$ cat src/rtl/serial_bit_tx.sv
// -----------------------------------------------------------------------------
// serial_bit_tx
//   Bit-serial frame transmitter. One parallel word is accepted per
//   tx_valid/tx_ready handshake. It is sent as a frame on tx_out:
//   a start bit (0), DATA_WIDTH data bits LSB first, and a stop bit (1).
//   Each bit is held for CLKS_PER_BIT clocks.
//
//   Optional feature (macro SERIAL_BIT_TX_PARITY_EN):
//     An even-parity bit (the XOR of the word) is sent between the last
//     data bit and the stop bit. It also lasts CLKS_PER_BIT clocks.
//
// Parameters
//   DATA_WIDTH    word width in bits (>=1)
//   CLKS_PER_BIT  clocks per serial bit (>=1)
//
// Ports
//   clk       rising-edge clock
//   reset     synchronous active-high reset
//   tx_data   word to send, sampled only at the handshake
//   tx_valid  upstream has a word
//   tx_ready  block can accept a word this cycle (state-decoded)
//   tx_out    registered serial line, idles high
//   busy      frame in progress
//   done      one-cycle pulse in the first idle cycle after a frame
// -----------------------------------------------------------------------------
module serial_bit_tx #(
  parameter int DATA_WIDTH   = 8,
  parameter int CLKS_PER_BIT = 4
) (
  input  logic                  clk,
  input  logic                  reset,
  input  logic [DATA_WIDTH-1:0] tx_data,
  input  logic                  tx_valid,
  output logic                  tx_ready,
  output logic                  tx_out,
  output logic                  busy,
  output logic                  done
);

  localparam int CNT_W = (CLKS_PER_BIT > 1) ? $clog2(CLKS_PER_BIT) : 1;
  localparam int IDX_W = (DATA_WIDTH > 1) ? $clog2(DATA_WIDTH) : 1;
  localparam logic [CNT_W-1:0] CNT_LAST = CNT_W'(CLKS_PER_BIT - 1);
  localparam logic [IDX_W-1:0] IDX_LAST = IDX_W'(DATA_WIDTH - 1);

`ifdef SERIAL_BIT_TX_PARITY_EN
  typedef enum logic [2:0] {
    IDLE   = 3'd0,
    START  = 3'd1,
    DATA   = 3'd2,
    STOP   = 3'd3,
    PARITY = 3'd4
  } state_t;

  // Even parity of a word: XOR of all its bits.
  function automatic logic even_parity(input logic [DATA_WIDTH-1:0] word);
    return ^word;
  endfunction
`else
  typedef enum logic [2:0] {
    IDLE  = 3'd0,
    START = 3'd1,
    DATA  = 3'd2,
    STOP  = 3'd3
  } state_t;
`endif

  state_t                  state_r, state_s;
  logic [CNT_W-1:0]        clk_cnt_r, clk_cnt_s;
  logic [IDX_W-1:0]        bit_idx_r, bit_idx_s;
  logic [DATA_WIDTH-1:0]   shift_r, shift_s, shifted_s;
  logic                    tx_out_r, tx_out_s;
  logic                    done_r, done_s;
  logic                    bit_end_s;
`ifdef SERIAL_BIT_TX_PARITY_EN
  // The shift register is consumed while sending, so parity is kept separately.
  logic                    parity_r, parity_s;
`endif

  assign bit_end_s = (clk_cnt_r == CNT_LAST);
  assign shifted_s = shift_r >> 1;

  assign tx_ready = (state_r == IDLE) && !reset;
  assign busy     = (state_r != IDLE);
  assign tx_out   = tx_out_r;
  assign done     = done_r;

  // Next-state, counters and next line value. tx_out is computed for the
  // next state so that the line changes in the same cycle as the state.
  always_comb begin
    state_s   = state_r;
    clk_cnt_s = clk_cnt_r;
    bit_idx_s = bit_idx_r;
    shift_s   = shift_r;
    tx_out_s  = 1'b1;
    done_s    = 1'b0;
`ifdef SERIAL_BIT_TX_PARITY_EN
    parity_s  = parity_r;
`endif
    case (state_r)
      IDLE: begin
        if (tx_valid) begin
          state_s   = START;
          clk_cnt_s = '0;
          bit_idx_s = '0;
          shift_s   = tx_data;
          tx_out_s  = 1'b0;
`ifdef SERIAL_BIT_TX_PARITY_EN
          parity_s  = even_parity(tx_data);
`endif
        end else begin
          tx_out_s = 1'b1;
        end
      end
      START: begin
        if (bit_end_s) begin
          state_s   = DATA;
          clk_cnt_s = '0;
          tx_out_s  = shift_r[0];
        end else begin
          clk_cnt_s = clk_cnt_r + CNT_W'(1);
          tx_out_s  = 1'b0;
        end
      end
      DATA: begin
        if (bit_end_s) begin
          clk_cnt_s = '0;
          if (bit_idx_r == IDX_LAST) begin
`ifdef SERIAL_BIT_TX_PARITY_EN
            state_s  = PARITY;
            tx_out_s = parity_r;
`else
            state_s  = STOP;
            tx_out_s = 1'b1;
`endif
          end else begin
            bit_idx_s = bit_idx_r + IDX_W'(1);
            shift_s   = shifted_s;
            tx_out_s  = shifted_s[0];
          end
        end else begin
          clk_cnt_s = clk_cnt_r + CNT_W'(1);
          tx_out_s  = shift_r[0];
        end
      end
`ifdef SERIAL_BIT_TX_PARITY_EN
      PARITY: begin
        if (bit_end_s) begin
          state_s   = STOP;
          clk_cnt_s = '0;
          tx_out_s  = 1'b1;
        end else begin
          clk_cnt_s = clk_cnt_r + CNT_W'(1);
          tx_out_s  = parity_r;
        end
      end
`endif
      STOP: begin
        if (bit_end_s) begin
          state_s   = IDLE;
          clk_cnt_s = '0;
          done_s    = 1'b1;
        end else begin
          clk_cnt_s = clk_cnt_r + CNT_W'(1);
        end
        tx_out_s = 1'b1;
      end
      default: begin
        // Unused encodings fall back to a clean idle line.
        state_s   = IDLE;
        clk_cnt_s = '0;
        bit_idx_s = '0;
        tx_out_s  = 1'b1;
      end
    endcase
  end

  // State and datapath registers with synchronous reset.
  always_ff @(posedge clk) begin
    if (reset) begin
      state_r   <= IDLE;
      clk_cnt_r <= '0;
      bit_idx_r <= '0;
      shift_r   <= '0;
      tx_out_r  <= 1'b1;
      done_r    <= 1'b0;
`ifdef SERIAL_BIT_TX_PARITY_EN
      parity_r  <= 1'b0;
`endif
    end else begin
      state_r   <= state_s;
      clk_cnt_r <= clk_cnt_s;
      bit_idx_r <= bit_idx_s;
      shift_r   <= shift_s;
      tx_out_r  <= tx_out_s;
      done_r    <= done_s;
`ifdef SERIAL_BIT_TX_PARITY_EN
      parity_r  <= parity_s;
`endif
    end
  end

endmodule

$ cat config.mk
export PLATFORM = sky130hd
export DESIGN_NAME = serial_bit_tx
export DESIGN_NICKNAME = d
export VERILOG_FILES = /design/src/rtl/serial_bit_tx.sv
export SDC_FILE = /design/constraint.sdc
export NUM_CORES = 1
export LEC_CHECK = 0
export ABC_AREA = 1
export ABC_CLOCK_PERIOD_IN_PS = 2320
export CELL_PAD_IN_SITES_DETAIL_PLACEMENT = 0
export CELL_PAD_IN_SITES_GLOBAL_PLACEMENT = 2
export CORE_ASPECT_RATIO = 0.9
export CORE_MARGIN = 2
export CORE_UTILIZATION = 30
export CTS_CLUSTER_SIZE = 20
export DETAILED_ROUTE_END_ITERATION = 7
export PLACE_DENSITY = 0.83
export SLEW_MARGIN = 20
export SYNTH_ARGS = -nofsm -noshare
export SYNTH_HDL_FRONTEND = slang
export SYNTH_SLANG_ARGS = --single-unit
$ cat constraint.sdc
create_clock -name clk -period 2.32 [get_ports clk]
set_input_delay 0.464 -clock clk [delete_from_list [all_inputs] [get_ports clk]]
set_output_delay 0.464 -clock clk [all_outputs]
set_load 0.05 [all_outputs]
==> summary by stage, run 1 <==
CTS
The number of hold buffers added after cts is 0. The post-cts sizing count is 0. The clock passes through at most 2 buffers.

The clock-pin slew of the registers on the worst-case setup and hold paths is 0.10 ns. The post-CTS setup-driven buffer insertion count is 0. TritonCTS built the clock tree. The clock root buffer master is sky130_fd_sc_hd__clkbuf_4.

The count of H-tree levels built during CTS is 1. For the worst-skew pair, the clock arrives at the later sink with an insertion delay of slightly below 0.3 ns. The total CTS buffers is 3. Counting every sink on the clock net gives 17.

STA
For the pin with the worst max-slew slack, the measured transition is between 0.5 and 0.6 ns. In this run the tightest slew margin relative to its limit is 65.3%. Dividing the final minimum period by the clock period gives 80.5%. Setup repair after global routing left no endpoint under its margin. The final-report setup violation count is 0. The highest attainable clock frequency is 535 MHz. The number of pins with negative max-slew slack in the final report is 0. The total negative setup slack is 0 ns. The number of failing hold endpoints at the final stage is 0.

The worst path in the final design needs a cycle of about 1.9 ns, including I/O delays and setup. The worst setup skew after layout is ~0.0079 ns.

Synth
The biggest area contributor in the post-synthesis netlist is sky130_fd_sc_hd__dfxtp_1. The post-synthesis instance area is 976 um2. The gate count of the mapped netlist is between 100 and 150.

The average size of a mapped cell is around 6.6 um2. The net count of the mapped netlist is around 170. The flip-flop and latch count after synthesis is 17. The number of different library cells in the post-synthesis netlist is 18.

The share of the synthesized area in the top cell type is approximately a third. During synthesis, Yosys emitted a total of 0 warnings. By area the synthesized netlist is led by sky130_fd_sc_hd__dfxtp_1 (35%), sky130_fd_sc_hd__nand2_1 (13%), sky130_fd_sc_hd__ha_1 (12%). Summing the sequential cell areas from Yosys gives between 30% and 40% of the chip area.

Global route
The first global-routing pass estimated roughly 3700 um of wire. The total overflow reported by the global router is 0. The pin count of the biggest net entering global routing is 15.

The number of global-route vias before repair was roughly 840. Across every metal layer, demand over resource in global routing totals between 10% and 20%. The initial antenna violation count is 0.

Worst setup path
The delay of the slowest critical-path stage is ~0.8 ns. For the worst setup path, the data arrival time is about 1.4 ns. The endpoint required time on the critical path is 1.86 ns. The number of buffers and inverters on the critical path is 1. The critical path launch point type is a register.

Broken down by cell family, the worst path's largest delay share belongs to buffers and inverters. The cell with the largest stage delay on the worst path is sky130_fd_sc_hd__clkdlybuf4s50_1. Along the worst path, the maximum fanout reaches 1. Walking the worst path, the cells encountered are clkdlybuf4s50_1. The critical path class is reg2out. The critical path capture point type is a primary output.

Outcome
The flow ran to the end, and the final reports show no timing, DRC or antenna violations.

Layout
The repair_antennas step left the layout with diodes totalling 0. Relative to the synthesized area, the layout overhead comes to 23.1%. The share of final-layout standard cells stronger than drive strength 1 is 9.09%. Cells fill 38.9% of the core in the end. The final net count is approximately 190.

Power and ir drop
For this design the static power due to leakage is around 0.00064 uW. The worst-case vdd ir drop is roughly 490 uV. The areal power density over the cells is roughly 1300 nW/um2.

Detailed routing
The routed wire length per instance is roughly 10 um. The initial DRC count is 27. The total wire length after detailed routing is around 2100 um. Dividing the detail-routed via count by the number of cells gives ~4.3.

The detailed-route DRC error count is 0. The count of nets left with antenna violations once routing finished came out at 0. Detailed routing inserted a total of 886 vias. The detailed-routing iteration count for the pre-antenna-repair pass is 4.

Placed design
Port buffering added 14 buffers. The wire-length estimate of the detail-placed layout is 1620 um. The final estimated routing congestion in global placement is ~0.77.

Floorplan
The floorplan step defined a die boundary enclosing roughly 3700 um2. Once the floorplan was initialized, standard cells occupied 31.6% of the core. Row generation in the floorplan step produced 19 rows. In this run the vertical extent of the chip is slightly below 60 um. In this run the count of I/O pins placed on the die edge is 15. The overall die width is 64.1 um. The core footprint is ~3100 um2.

Worst hold path
The path class of the tightest hold or removal check is reg2reg.

Flow run
The tool flagged a number of max-cap violations equal to 0.
-- per-stage QoR --
step / setup slack, ns / cells / power [uW] / cell area [um2] / hold WS [ns]
floorplan: 0.307 / 148 / 1160 / 976 / 0.439
global placement: 0.495 / 203 / 1400 / 1170 / 0.458
detailed placement: 0.482 / 203 / 1390 / 1170 / 0.462
CTS: 0.425 / 207 / 1560 / 1200 / 0.480
global route: 0.331 / 207 / 1710 / 1200 / 0.514
finish: 0.452 / 207 / 1550 / 1200 / 0.478
-- cells by family (layout without fill, tap and decap cells) --
| family | count (synthesis) | after routing | share of synthesized area (%) |
|---|---|---|---|
| DFF | 17 | 17 | 34.9 |
| AOI/OAI and AO/OA | 20 | 20 | 10.5 |
| adders and majority gates | 9 | 9 | 11.5 |
| buffers and inverters | 27 | 44 | 11.0 |
| and+or+nand+nor | 75 | 75 | 32.1 |
-- cell usage in the layout (no fill, tap or decap), types with 2 or more instances in the layout --
cell,n
sky130_fd_sc_hd__nand3_1,12
sky130_fd_sc_hd__clkdlybuf4s50_1,12
sky130_fd_sc_hd__buf_4,2
sky130_fd_sc_hd__a21oi_1,13
sky130_fd_sc_hd__clkinv_2,2
sky130_fd_sc_hd__o21ai_0,6
sky130_fd_sc_hd__clkbuf_4,3
sky130_fd_sc_hd__ha_1,9
sky130_fd_sc_hd__nand2_1,33
sky130_fd_sc_hd__nand2_2,2
sky130_fd_sc_hd__nor2_1,25
sky130_fd_sc_hd__inv_2,3
sky130_fd_sc_hd__dfxtp_1,17
sky130_fd_sc_hd__inv_1,19
-- cell usage after synthesis --
master	instances
sky130_fd_sc_hd__nand2_2	2
sky130_fd_sc_hd__buf_2	2
sky130_fd_sc_hd__a21o_1	1
sky130_fd_sc_hd__nor2_1	25
sky130_fd_sc_hd__a21oi_1	13
sky130_fd_sc_hd__inv_2	3
sky130_fd_sc_hd__clkinv_1	1
sky130_fd_sc_hd__clkinv_2	1
sky130_fd_sc_hd__inv_1	19
sky130_fd_sc_hd__dfxtp_1	17
sky130_fd_sc_hd__nand2_1	33
sky130_fd_sc_hd__nor3_1	1
sky130_fd_sc_hd__nand4_1	1
sky130_fd_sc_hd__ha_1	9
sky130_fd_sc_hd__o21ai_0	6
sky130_fd_sc_hd__inv_4	1
sky130_fd_sc_hd__nor2_4	1
sky130_fd_sc_hd__nand3_1	12
-- layout make-up --
class	count	area, um2
clock buffer	3	22.5
clock inverter	1	5.00
multi-input combinational	104	528
inverter	25	97.6
sequential	17	340
tap	42	52.6
fill	357	1890
timing repair buffer	15	155
-- layer usage --
metal  vias up  wire [um]  track usage, %
met5         -          0               0
met4         0         13            1.82
met3         2         55            3.50
met2        10        867            19.5
met1       381       1160            18.3
li1        493          -               -
-- sequential cells by signal (all words and copies together) (netlist names) --
signal / cells
tx_out: 1
clk_cnt_r: 2
done: 1
shift_r: 8
state_r: 2
bit_idx_r: 3
-- where the power goes --
| part | total [uW] | switching (uW) | internal [uW] |
|---|---|---|---|
| Sequential | 453 | 59.9 | 393 |
| Clock | 158 | 93.9 | 64.1 |
| Combinational | 934 | 614 | 320 |
| Total | 1550 | 768 | 778 |
-- path summary, 6_finish.rpt --
kind / from / end / slack (ns) / cells past startpoint
setup / recovery: done$_SDFF_PP0_ / done / 0.45 / 1
hold / removal: shift_r[7]$_SDFFE_PP0P_ / shift_r[7]$_SDFFE_PP0P_ / 0.48 / 2
setup reg to reg: state_r[0]$_SDFFE_PP0P_ / shift_r[2]$_SDFFE_PP0P_ / 0.51 / 9
hold reg to reg: shift_r[7]$_SDFFE_PP0P_ / shift_r[7]$_SDFFE_PP0P_ / 0.48 / 2
Note: power is estimated with default switching activity, not from simulation.
==> inputs of run 2 (changes only) <==
--- a/config.mk
+++ b/config.mk
@@ -6,15 +6,15 @@
 export NUM_CORES = 1
 export LEC_CHECK = 0
 export ABC_AREA = 1
-export ABC_CLOCK_PERIOD_IN_PS = 2320
+export ABC_CLOCK_PERIOD_IN_PS = 1500
 export CELL_PAD_IN_SITES_DETAIL_PLACEMENT = 0
 export CELL_PAD_IN_SITES_GLOBAL_PLACEMENT = 2
 export CORE_ASPECT_RATIO = 0.9
 export CORE_MARGIN = 2
-export CORE_UTILIZATION = 30
+export CORE_UTILIZATION = 25
 export CTS_CLUSTER_SIZE = 20
 export DETAILED_ROUTE_END_ITERATION = 7
-export PLACE_DENSITY = 0.83
+export PLACE_DENSITY = 0.74
 export SLEW_MARGIN = 20
 export SYNTH_ARGS = -nofsm -noshare
 export SYNTH_HDL_FRONTEND = slang
==> constraint.sdc (replaced) <==
create_clock -name clk -period 1.5 [get_ports clk]
set_input_delay 0.3 -clock clk [delete_from_list [all_inputs] [get_ports clk]]
set_output_delay 0.3 -clock clk [all_outputs]
set_load 0.05 [all_outputs]
==> summary by stage, run 2 (synthesized netlist as in run 1, its figures left out) <==
Layout
The count of antenna diodes in the layout came to 0 (unchanged). The flip-flop count of the largest register, all copies and words added is 8 (unchanged). Leaving out fill and tap cells, the most frequent cell in the layout is sky130_fd_sc_hd__nand2_1. The share of the core filled with cells in the final layout came to 39.2% (+0.37 points). The largest registers in the layout are shift_r x8, bit_idx_r x3. The fill cell instance count of the final layout is 405 (+13%). In the layout the commonest cells are sky130_fd_sc_hd__nand2_1 (32), sky130_fd_sc_hd__nor2_1 (22), sky130_fd_sc_hd__buf_4 (21). The share of final-layout standard cells stronger than drive strength 1 is 26.3% (+17 points). The area added between synthesis and finish is 50.0%.

Ranked by flip-flop count, first place goes to shift_r. The final net count is 207 (+11%). The area used by sequential logic in the layout is 345 um2 (+1.5%). The area used by multi-input combinational logic is 577 um2 (+9.2%).

Power and ir drop
The areal power density over the cells is 2100 nW/um2 (+63%). The leakage power figure came to 0.000759 uW (+19%). The worst-case vdd ir drop is 757 uV (+54%).

Global route
The total overflow reported by the global router was 0 (unchanged). The wire length of the first global-routing pass is 4220 um (+13%). The number of global-route vias before repair is 964 (+15%). The combined global-route utilization of all metal layers is 11.9% (-0.77 points).

The pin count of the biggest net entering global routing was 11 (-4). The initial antenna violation count is 0 (unchanged).

CTS
The number of hold buffers added after cts was 0 (unchanged). The maximum clock insertion buffer count came to 2 (unchanged). The count of H-tree levels built during CTS is 1 (unchanged).

The CTS tree is yes. The clock latency on the worst-skew pair was 0.25 ns (-0.04 ns). The TritonCTS sink count is 17 (unchanged). The clock-pin slew of the registers on the worst-case setup and hold paths is 0.07 ns (-0.03 ns). The total CTS buffers is 3 (unchanged). The clock root buffer master is sky130_fd_sc_hd__clkbuf_8.

Worst setup path
The maximum fanout encountered on the critical timing path is 3 (+2). The worst setup path is launched from a register. In this run the worst setup path begins at state_r[0]$_SDFFE_PP0P_. The critical path capture point type is a primary output.

The endpoint required time on the critical path came to 1.20 ns (-0.66 ns). The signal arrival time at the worst endpoint is 1.15 ns (-0.25 ns). The critical path class is reg2out.

The startpoint of the worst register-to-register path is bit_idx_r[0]$_SDFFE_PP0P_.

STA
The number of failing hold endpoints at the final stage is 0 (unchanged). The final-report setup violation count is 0 (unchanged). The total negative setup slack was 0 ns (unchanged).

The normalized max-slew margin was 84.4% (+19 points). The number of pins with negative max-slew slack in the final report is 0 (unchanged). The highest attainable clock frequency is around 690 MHz.

The worst setup skew after layout came to 0.000572 ns (-0.00735 ns). The worst path setup slack after routing was 0.0481 ns (-0.404 ns). Counting I/O delays and the setup requirement, the final critical path takes roughly 1.5 ns. The worst path uses 96.8% of the clock period.

Setup repair after global routing could not meet its margin everywhere. The slew at the pin closest to its max-slew limit is 0.234 ns (-0.286 ns).

Detailed routing
The detailed-route via count is 992 (+12%). The total wire length after detailed routing is 2540 um (+21%). The average vias per placed instance was 4.28 (-0.10%). The detailed-route DRC error count is 0 (unchanged). The initial DRC count is 20 (-26%). The routed wire length per instance is 10.9 um (+7.9%). The detailed-routing iteration count for the pre-antenna-repair pass was 4 (unchanged). The remaining antenna violation count after routing is 0 (unchanged).

Floorplan
The floorplan die height is 63.3 um (+8.9%). The initial cell density of the core is 26.2% (-5.4 points). The overall die width is 69.9 um (+9.0%). The core footprint is 3730 um2 (+21%). The I/O pin count is 15 (unchanged). The full die area is 4420 um2 (+19%). The floorplan row count is 21 (+2).

Outcome
The flow ran to the end, and the final reports show no timing, DRC or antenna violations.

Flow run
The count of maximum capacitance violations was 0 (unchanged).

Placed design
The HPWL after detailed placement came to 1940 um (+20%). The worst setup slack before clock tree synthesis is -0.00287 ns (-0.485 ns). The final estimated routing congestion in global placement is 0.792 (+3.5%).

The count of input and output buffers is 14 (unchanged).

Worst hold path
The launch point of the worst hold path is shift_r[4]$_SDFFE_PP0P_. The path type of the worst min-delay path is reg2reg.
run 2: what timing repair did:
item / in CTS / in global routing
pin swaps: 0 / 6
setup endpoints to repair: 9 / 15
setup buffers: 0 / 2
gates resized for setup: 3 / 13
gates cloned: 0 / 1
run 2: critical path, cell delays in order, from the launching register on:
cell and delay (ns):
sky130_fd_sc_hd__dfxtp_1 0.33, sky130_fd_sc_hd__inv_2 0.11, sky130_fd_sc_hd__ha_4 0.16, sky130_fd_sc_hd__inv_2 0.06, sky130_fd_sc_hd__nor2_4 0.10, sky130_fd_sc_hd__buf_12 0.14
run 2: report_power, final:
part / total, uW / leakage (uW) / switching (uW) / internal (uW)
Combinational: 1990 / 0.000596 / 1110 / 876
Clock: 354 / 0.0000228 / 165 / 189
Sequential: 724 / 0.000141 / 105 / 619
run 2: through the flow:
| step | instances | power, uW | instance area [um2] | hold WS (ns) |
|---|---|---|---|---|
| finish | 232 | 3070 | 1460 | 0.477 |
| global route | 232 | 3340 | 1460 | 0.504 |
| CTS | 229 | 2930 | 1400 | 0.484 |
| detailed placement | 225 | 2550 | 1350 | 0.474 |
| global placement | 225 | 2560 | 1350 | 0.454 |
| floorplan | 148 | 1820 | 983 | 0.439 |
run 2: routing by layer:
metal  up-vias  global-route usage (%)  wire length, um
li1        536                       -                -
met1       441                    15.8             1250
met2        10                    19.2             1180
met3         5                    2.08               59
met4         0                    5.05               46
met5         -                       0                0
run 2: path summary, 6_finish.rpt:
kind	endpoint	slack [ns]	cells after the start
max	tx_ready	0.05	5
max reg2reg	bit_idx_r[0]$_SDFFE_PP0P_	0.10	8
min	shift_r[4]$_SDFFE_PP0P_	0.48	2
min reg2reg	shift_r[4]$_SDFFE_PP0P_	0.48	2
run 2: area by class of cell:
cell class | instances | area share, %
Inverter | 25 | 6.92
Tap cell | 46 | 3.93
Timing Repair Buffer | 35 | 23.1
Sequential cell | 17 | 23.6
Multi-Input combinational cell | 105 | 39.4
Clock buffer | 4 | 3.08
==> inputs of run 3 (changes only) <==
--- a/config.mk
+++ b/config.mk
@@ -11,10 +11,11 @@
 export CELL_PAD_IN_SITES_GLOBAL_PLACEMENT = 2
 export CORE_ASPECT_RATIO = 0.9
 export CORE_MARGIN = 2
-export CORE_UTILIZATION = 25
+export CORE_UTILIZATION = 29
 export CTS_CLUSTER_SIZE = 20
 export DETAILED_ROUTE_END_ITERATION = 7
-export PLACE_DENSITY = 0.74
+export DONT_BUFFER_PORTS = 1
+export PLACE_DENSITY = 0.73
 export SLEW_MARGIN = 20
 export SYNTH_ARGS = -nofsm -noshare
 export SYNTH_HDL_FRONTEND = slang
==> summary by stage, run 3 (synthesized netlist as in run 1, its figures left out) <==
Placed design
The HPWL after detailed placement came to 1760 um (-9.1%). The placement-stage cell area is 1110 um2 (-18%). The count of input and output buffers is 0 (-14). The count of placed standard cells including taps was 197 (-12%). The final estimated routing congestion in global placement is 0.713 (-10%).

Detailed routing
The detailed-routing iteration count for the pre-antenna-repair pass is 2 (-2). The remaining antenna violation count after routing is 0 (unchanged). The initial DRC count is 18 (-10%). The average vias per placed instance is 4.43 (+3.6%). The routed wire length per instance is 11.7 um (+7.2%). The detailed-route DRC error count is 0 (unchanged). The detailed-route via count came to 921 (-7.2%).

The total wire length after detailed routing is 2440 um (-3.9%).

CTS
The TritonCTS sink count is 17 (unchanged). TritonCTS built the clock tree. The total CTS buffers is 3 (unchanged). The maximum clock insertion buffer count was 2 (unchanged). The clock-pin slew of the registers on the worst-case setup and hold paths is 0.07 ns (about the same). The clock latency on the worst-skew pair is 0.25 ns (about the same). The clock root buffer master is sky130_fd_sc_hd__clkbuf_8. The count of H-tree levels built during CTS is 1 (unchanged).

Layout
The most common cell after layout, fill and taps aside is sky130_fd_sc_hd__nand2_1. The largest registers in the layout are shift_r x8, bit_idx_r x3. The largest register by flop count is shift_r.

The share of the core filled with cells in the final layout was 40.6% (+1.3 points). The final net count was 187 (-9.7%). The share of final-layout standard cells stronger than drive strength 1 is 24.7% (-1.6 points).

The area used by sequential logic in the layout is 347 um2 (+0.36%). The final standard cell count with taps included and fillers excluded is 208 (-10%). In the layout the commonest cells are sky130_fd_sc_hd__nand2_1 (32), sky130_fd_sc_hd__nor2_1 (22), sky130_fd_sc_hd__inv_1 (16). The area used by multi-input combinational logic is 573 um2 (-0.65%). The flip-flop count of the largest register, all copies and words added is 8 (unchanged). The fill cell instance count of the final layout is 359 (-11%). The finished layout cell area was 1270 um2 (-13%).

Relative to the synthesized area, the layout overhead comes to 30.4%. The count of antenna diodes in the layout is 0 (unchanged).

Floorplan
The floorplan row count is 19 (-9.5%). The full die area is 3850 um2 (-13%). The I/O pin count came to 15 (unchanged). The floorplan die height is 59.0 um (-6.7%). The core footprint is 3140 um2 (-16%).

The initial cell density of the core came to 31.1% (+4.9 points). The overall die width is 65.2 um (-6.7%).

Worst setup path
The maximum fanout encountered on the critical timing path is 4 (+1). The logic depth of the worst register-to-register path is 9 (+1). The signal arrival time at the worst endpoint came to 1.16 ns (about the same). The worst setup path is of the reg2out kind. The slack of the worst reg-to-reg path is 0.11 ns (about the same). The worst register-to-register path begins at state_r[1]$_SDFFE_PP0P_. The critical path launch point type is a register. The worst setup path is captured at a primary output. The endpoint required time on the critical path came to 1.20 ns (about the same).

The capture instance of the worst register-to-register path is shift_r[4]$_SDFFE_PP0P_.

Worst hold path
The worst hold path belongs to the class in2reg. The worst hold path terminates at bit_idx_r[0]$_SDFFE_PP0P_. The hold path depth is 1 (-1). In this run the most critical hold path is launched from reset.

Power and ir drop
The worst-case vdd ir drop was 796 uV (+5.1%). The total chip power is 3050 uW (-0.67%). The leakage power figure came to 0.000664 uW (-12%). The areal power density over the cells is 2390 nW/um2 (+14%).

Flow run
The count of maximum capacitance violations was 0 (unchanged).

Global route
The pin count of the biggest net entering global routing is 11 (unchanged). The total overflow reported by the global router was 0 (unchanged). The initial antenna violation count came to 0 (unchanged). The number of global-route vias before repair is 895 (-7.2%).

The wire length of the first global-routing pass was 4020 um (-4.6%). The combined global-route utilization of all metal layers is 13.9% (+1.9 points).

STA
The worst slack on hold paths is 0.110 ns (-0.368 ns). The clock period minus worst slack is 1.46 ns (+0.0105 ns). The final-report setup violation count is 0 (unchanged).

The worst setup skew after layout is 0.00347 ns (+0.00290 ns). Setup repair after global routing could not meet its margin everywhere. The highest attainable clock frequency was 684 MHz (-0.72%). The final worst-path cycle share is 97.5% (+0.70 points). The slew at the pin closest to its max-slew limit was 0.482 ns (+0.248 ns). The number of pins with negative max-slew slack in the final report was 0 (unchanged).

The number of failing hold endpoints at the final stage was 0 (unchanged). The normalized max-slew margin came to 67.8% (-17 points).

Outcome
The run finished with clean final reports.
-- run 3: cell types whose count changed in the layout (fill, tap and decap cells not counted), moves of 2 or more --
cell / delta
sky130_fd_sc_hd__buf_4: -9
sky130_fd_sc_hd__inv_2: -2
sky130_fd_sc_hd__clkdlybuf4s50_1: -10
sky130_fd_sc_hd__buf_12: -2
-- run 3: per-layer routing --
layer	up-vias	GRT usage (%)	routed length, um
met5	-	0	0
met1	410	17.5	1180
met4	0	2.68	18
met2	10	23.3	1140
li1	499	-	-
met3	2	4.94	109
-- run 3: cell type report --
cell class              instances  area share (%)
multi-input cells             104            45.0
flip-flops and latches         17            27.2
repair buffers                 15            11.1
inverters                      25            8.55
well taps                      42            4.13
clock buffers                   4            3.54
repair inverters                1           0.393
-- run 3: per-stage QoR --
step | setup WS [ns] | TNS (ns)
3_3_place_gp | 0.0301 | 0
2_1_floorplan | 0.0123 | 0
4_1_cts | 0.00350 | 0
5_1_grt | -0.00385 | -0.00385
3_5_place_dp | -0.0584 | -0.369
6_report | 0.0376 | 0
-- run 3: how the worst max path moves through the flow --
stage,depth (start not counted),slack [ns],startpoint,endpoint
global placement,8,0.03,state_r[0]$_SDFFE_PP0P_,shift_r[2]$_SDFFE_PP0P_
detailed placement,8,-0.06,state_r[0]$_SDFFE_PP0P_,shift_r[6]$_SDFFE_PP0P_
finish,5,0.04,state_r[1]$_SDFFE_PP0P_,tx_ready
floorplan,4,0.01,state_r[0]$_SDFFE_PP0P_,tx_ready
CTS,9,0.004,bit_idx_r[0]$_SDFFE_PP0P_,shift_r[2]$_SDFFE_PP0P_
global route,5,-0.004,state_r[1]$_SDFFE_PP0P_,tx_ready
-- run 3: critical path, stage by stage (launching register included) --
cell and delay, ns:
sky130_fd_sc_hd__dfxtp_4 0.37, sky130_fd_sc_hd__inv_4 0.08, sky130_fd_sc_hd__ha_4 0.16, sky130_fd_sc_hd__inv_4 0.04, sky130_fd_sc_hd__nor2_4 0.11, sky130_fd_sc_hd__buf_12 0.14
-- run 3: timing repair --
action / 4_1_cts / 5_1_grt
endpoints found under the setup margin: 9 / 15
gates resized for setup: 8 / 15
pin swaps: 1 / 6
hold buffers: 0 / 0
cloned: 0 / 1
setup buffers: 2 / 4
-- run 3: where the power goes --
part | switching [uW] | total [uW] | internal, uW
Clock | 158 | 347 | 188
Combinational | 1100 | 1950 | 850
Sequential | 129 | 751 | 622
Total | 1390 | 3050 | 1660
